<file path="config.mk">
export PLATFORM = sky130hd
export DESIGN_NAME = fastfir_param
export DESIGN_NICKNAME = d
export VERILOG_FILES = /design/src/rtl/fastfir_param.sv
export SDC_FILE = /design/constraint.sdc
export NUM_CORES = 2
export LEC_CHECK = 0
export CORE_UTILIZATION = 38
export CTS_CLUSTER_SIZE = 30
export DETAILED_ROUTE_END_ITERATION = 7
export GPL_ROUTABILITY_DRIVEN = 0
export GPL_TIMING_DRIVEN = 1
export PLACE_DENSITY = 0.54
export SETUP_SLACK_MARGIN = 0.5
export SLEW_MARGIN = 20
export SYNTH_ARGS = -nofsm -noshare
export SYNTH_HDL_FRONTEND = slang
export SYNTH_SLANG_ARGS = --single-unit
export TNS_END_PERCENT = 20
</file>
<file path="constraint.sdc">
create_clock -name i_clk -period 14.51 [get_ports i_clk]
set_input_delay 1.451 -clock i_clk [delete_from_list [all_inputs] [get_ports i_clk]]
set_output_delay 1.451 -clock i_clk [all_outputs]
set_load 0.02 [all_outputs]
</file>
<file path="src/rtl/fastfir_param.sv">
// Transposed-form NTAPS FIR with a shift-loaded tap chain, output strobe and taps-loaded flag.
// Optional FASTFIR_TAPOUT_EN exposes the last tap as o_tap so two instances can share one load chain.
module fastfir_param #(
    parameter int NTAPS = 8,
    parameter int IW    = 12,
    parameter int TW    = 12,
    parameter int OW    = IW + TW + $clog2(NTAPS)
) (
    input  logic          i_clk,
    input  logic          i_reset,
    input  logic          i_tap_wr,
    input  logic [TW-1:0] i_tap,
    input  logic          i_ce,
    input  logic [IW-1:0] i_sample,
    output logic          o_ce,
    output logic [OW-1:0] o_result,
`ifdef FASTFIR_TAPOUT_EN
    output logic [TW-1:0] o_tap,
`endif
    output logic          o_taps_loaded
);

    localparam int PW = IW + TW;
    localparam int CW = $clog2(NTAPS + 1);
    localparam logic [CW-1:0] NTAPS_C = CW'(NTAPS);

    logic signed [TW-1:0] tap_q  [NTAPS];
    logic signed [TW-1:0] tap_d  [NTAPS];
    logic signed [PW-1:0] prod_q [NTAPS];
    logic signed [PW-1:0] prod_d [NTAPS];
    logic signed [OW-1:0] acc_q  [NTAPS];
    logic signed [OW-1:0] acc_d  [NTAPS];
    logic [CW-1:0]        cnt_q, cnt_d;
    logic                 loaded_q, loaded_d;
    logic                 ce_q;
    logic signed [IW-1:0] smp_s;

    assign smp_s = $signed(i_sample);

    always_comb begin
        tap_d    = tap_q;
        prod_d   = prod_q;
        acc_d    = acc_q;
        cnt_d    = cnt_q;
        loaded_d = loaded_q;

        if (i_tap_wr) begin
            tap_d[0] = $signed(i_tap);
            for (int k = 1; k < NTAPS; k++) begin
                tap_d[k] = tap_q[k-1];
            end
            if (cnt_q != NTAPS_C) begin
                cnt_d = cnt_q + CW'(1);
            end
        end
        loaded_d = (cnt_d == NTAPS_C);

        // Products sample the taps as they stood before any write in this same cycle.
        if (i_ce) begin
            for (int k = 0; k < NTAPS; k++) begin
                prod_d[k] = PW'(tap_q[k]) * PW'(smp_s);
            end
            acc_d[0] = {{(OW-PW){prod_q[0][PW-1]}}, prod_q[0]};
            for (int k = 1; k < NTAPS; k++) begin
                acc_d[k] = acc_q[k-1] + {{(OW-PW){prod_q[k][PW-1]}}, prod_q[k]};
            end
        end
    end

    always_ff @(posedge i_clk) begin
        if (i_reset) begin
            for (int k = 0; k < NTAPS; k++) begin
                tap_q[k]  <= '0;
                prod_q[k] <= '0;
                acc_q[k]  <= '0;
            end
            cnt_q    <= '0;
            loaded_q <= 1'b0;
            ce_q     <= 1'b0;
        end else begin
            tap_q    <= tap_d;
            prod_q   <= prod_d;
            acc_q    <= acc_d;
            cnt_q    <= cnt_d;
            loaded_q <= loaded_d;
            ce_q     <= i_ce;
        end
    end

    assign o_ce          = ce_q;
    assign o_result      = acc_q[NTAPS-1];
    assign o_taps_loaded = loaded_q;
`ifdef FASTFIR_TAPOUT_EN
    assign o_tap         = tap_q[NTAPS-1];
`endif

endmodule

</file>
==> run summary <==
The slowest stage of the critical path is the sky130_fd_sc_hd__buf_4 cell. The vertical extent of the die is 425 um, and the worst relative slew slack is 32.4%. TritonCTS built the clock tree.

The cell family contributing the most delay on the critical path is adder cells. The tools report the launch instance of the worst register-to-register path as tap_q[35]. The maximum ir drop on the vdd rail is 0.0000881 V, and the worst hold slack after final layout is 0.446 ns.

The critical path goes through buf_2, buf_4, clkinv_2, buf_4, buf_4, nor2_1, fa_1, fa_1, fa_1, fa_1, inv_1, fa_1, inv_1, ha_1, a21o_1, a21oi_1, o21ai_1, a211oi_1, o21ai_1, a21oi_1, o21bai_1, a21oi_1, nand3b_1. The core area was 0.178 sq mm. Sorting the synthesized cells by area gives the leading types as sky130_fd_sc_hd__fa_1 33%, sky130_fd_sc_hd__dfxtp_1 15%, sky130_fd_sc_hd__ha_1 11%. After routing the design area is 0.0729 sq mm. STA puts the critical path data required time at 15.12 ns.

The measured slew at the worst slew-check pin was 1.01 ns. After routing, the total negative slack on setup checks comes to 0 ns. The number of enable-type register cells in the synthesized netlist was 0.

The run gives 181000 um as the total wire length after detailed routing. The number of top-level pins is 57. For the number of warnings printed during yosys synthesis, the log shows 0. The kind of launch point of the worst setup path was a primary input.

Die width: 425 um. After the first detailed-routing iteration, the DRC count stood at 2617. The largest single stage delay on the critical path is 0.54 ns. Once the clock tree was built, the resizer swapped 0 gates to a different size. The number of vias after detailed routing was 50100. After clock tree synthesis, the setup repair step added 0 buffers. The wire length of the first global-routing pass was 296000 um; the register bit count reported by yosys was 505. The tool flagged a number of max-cap violations equal to 0.

The total clock sinks was 505; the detailed-route vias per instance was 5.04. In this run the core area contains 155 standard-cell rows. Setup repair after global routing left no endpoint under its margin.

The half-perimeter wire length of the detailed placement result came out at 134000 um. The tools report the worst setup path startpoint as i_sample[11]. The full die area is 0.181 sq mm, and the sequential share of the synthesized area is 14.8%.

The tools report the initial antenna violation count as 6. After detailed routing, the number of remaining DRC violations is 0. The tools report the synthesized instance count as 7740. Ranked by instance count, the synthesized netlist is headed by 1379 x sky130_fd_sc_hd__inv_1, 1111 x sky130_fd_sc_hd__fa_1, 948 x sky130_fd_sc_hd__nand2_1, 601 x sky130_fd_sc_hd__nor2_1, 589 x sky130_fd_sc_hd__ha_1. Across the routed clock network, the largest skew measured is 0.0322 ns.

The number of routed nets with antenna violations is 0. In the synthesized netlist the dominant register cell turns out to be sky130_fd_sc_hd__dfxtp_1. In this run, placement finished with an instance count of 9809. The combined buffer and inverter count along the critical path is 7, and the number of levels in the clock H-tree is 3.

The relative area change from synthesis to final layout works out to 7.10%. CTS placed an instance of sky130_fd_sc_hd__clkbuf_16 at the clock tree root. The cell count of the worst reg-to-reg path works out to 20. The tools report the critical path capture point type as a register. Once the floorplan was initialized, standard cells occupied 38.2% of the core.

Buffers inserted to repair hold after CTS numbered 0. Along the worst path, the maximum fanout reaches 29. TritonCTS created 72 clock buffers. The cell repeated most along the worst path was sky130_fd_sc_hd__fa_1.

The net count of the finished layout is 9256. The run gives 0 as the final hold violation count. The run gives 0 as the global route total overflow. The logs give 8.29 ns for the arrival time of the worst setup path and 0.0681 sq mm for the total standard cell area after synthesis. The most critical setup path has its endpoint at prod_q[118]. Summing all placed instances gives a cell area of 0.0704 sq mm. Entering global routing, the biggest net connects 129 pins.

After synthesis, the mean cell area works out to 8.80 sq um. In this run the deepest clock path goes through 3 buffers. In this run the static leakage power is 36.2 nW. After the flow finishes, the layout carries non-filler instances totaling 9939. The power density normalized to cell area was 68.8 mW/mm^2; the internal reg-to-reg setup slack was 8.35 ns.

For the finished layout, the period the worst path requires is 7.67 ns. The destination of the worst register-to-register timing path is prod_q[71]. The via count of the first global-routing pass is 53400, and the number of distinct standard cells referenced by the synthesized netlist is 91. The number of max-slew violations in the final report is 0. The pre-antenna-repair detailed-routing pass consisted of 7 iterations. In the final routed layout, each cell accounts on average for 18.2 um. Based on the critical path, the design can be clocked at up to 130 MHz. Along the worst hold path, the cell count comes to 2. In this run the number of cells on the critical path is 23. The all-layer global routing usage was 20.7%.

The clock slew seen by the registers of the worst setup and hold paths was 0.05 ns. In the post-synthesis netlist, the cell with the most instances is sky130_fd_sc_hd__inv_1. The worst setup path is of the primary input to register kind. At the later pin of the worst-skew pair, clock insertion delay measures 0.69 ns. Of the cells placed in the final design, the portion with a size suffix greater than 1 is 3.01%. Dividing the final minimum period by the clock period gives 52.9%.

The final-report setup violation count is 0. Buffers placed on the I/O ports in this run total 56. The post-synth net total was 9468. The run finished with clean final reports.

The class of the tightest hold or removal check was register to register. In the synthesized netlist the async set-or-reset flop fraction comes to 0%. After synthesis, the largest area contributor takes up 32.7% of total cell area. The largest total area in the synthesized netlist belongs to sky130_fd_sc_hd__fa_1.
==> power by group <==
| part | total [W] | switching (W) | internal (W) |
|---|---|---|---|
| sequential | 0.00159 | 0.000101 | 0.00149 |
| clock | 0.00191 | 0.000749 | 0.00116 |
| combinational | 0.00153 | 0.000900 | 0.000625 |
| total | 0.00502 | 0.00175 | 0.00327 |
==> sequential cells by signal (all words and copies together), names as in the netlist <==
name,count
tap_q,96
prod_q,192
o_ce,1
acc_q,184
o_result,27
cnt_q,4
o_taps_loaded,1
==> worst register-to-register path, delay by kind of cell, from the launching register on <==
kind                     cells  cell delay (ns)
adder cells (fa/ha/maj)      6             2.70
buffers and inverters        5             0.38
AO/OA/AOI/OAI                8             1.98
flip-flops                   1             0.75
AND/OR/NAND/NOR              1             0.22
==> how the worst min path moves through the flow <==
stage / startpoint / to / slack (ns)
3_3_place_gp: o_result[25] / o_result[25] / 0.44
6_report: o_result[22] / o_result[22] / 0.45
4_1_cts: o_result[22] / o_result[22] / 0.45
2_1_floorplan: prod_q[188] / prod_q[188] / 0.43
5_1_grt: acc_q[105] / acc_q[105] / 0.46
3_5_place_dp: o_result[22] / o_result[22] / 0.44
==> cell usage in the layout, fill, tap and decap left out, drive strengths merged, types with 60 or more instances in the layout <==
master	count
a21oi	301
nand3	70
buf	61
nand2b	61
fa	1111
xor2	93
o21ai	195
inv	1385
mux2i	276
and2	331
nand2	948
a211oi	60
ha	589
clkbuf	94
a21o	107
dfxtp	505
nor3	72
nor2	601
xnor2	208
==> routing by layer <==
metal	track usage [%]	vias up	routed length (um)
met5	0	-	0
met4	5.50	0	4100
met3	2.05	186	7530
met2	34.2	995	83500
met1	28.7	25300	85600
li1	-	23700	-
==> cell type report <==
cell class              instances  area, sq um
fillers                     17800       105000
clock buffers                  94         2050
flip-flops and latches        505        10100
well taps                    2355         2950
repair buffers                102          897
diodes                          3         7.51
multi-input cells            5464        51300
clock inverters                33          477
inverters                    1383         5200
==> cell families after synthesis <==
logic type	after synthesis	share of synthesized area, %
adders and majority gates	1700	43.5
buffers and inverters	1771	9.92
muxes	277	4.07
and+or+nand+nor	2244	14.8
DFF	505	14.8
AOI/OAI and AO/OA	942	9.01
xor gates and xnor gates	301	3.87
==> stage by stage <==
step           util, %  power, W  setup WS (ns)
2_1_floorplan        -   0.00274           7.33
3_3_place_gp      39.5   0.00312           6.30
3_5_place_dp      39.5   0.00314           6.19
4_1_cts           40.9   0.00509           6.91
5_1_grt           40.9   0.00534           6.48
6_report          40.9   0.00502           6.84
(Power assumes the default switching activity.)
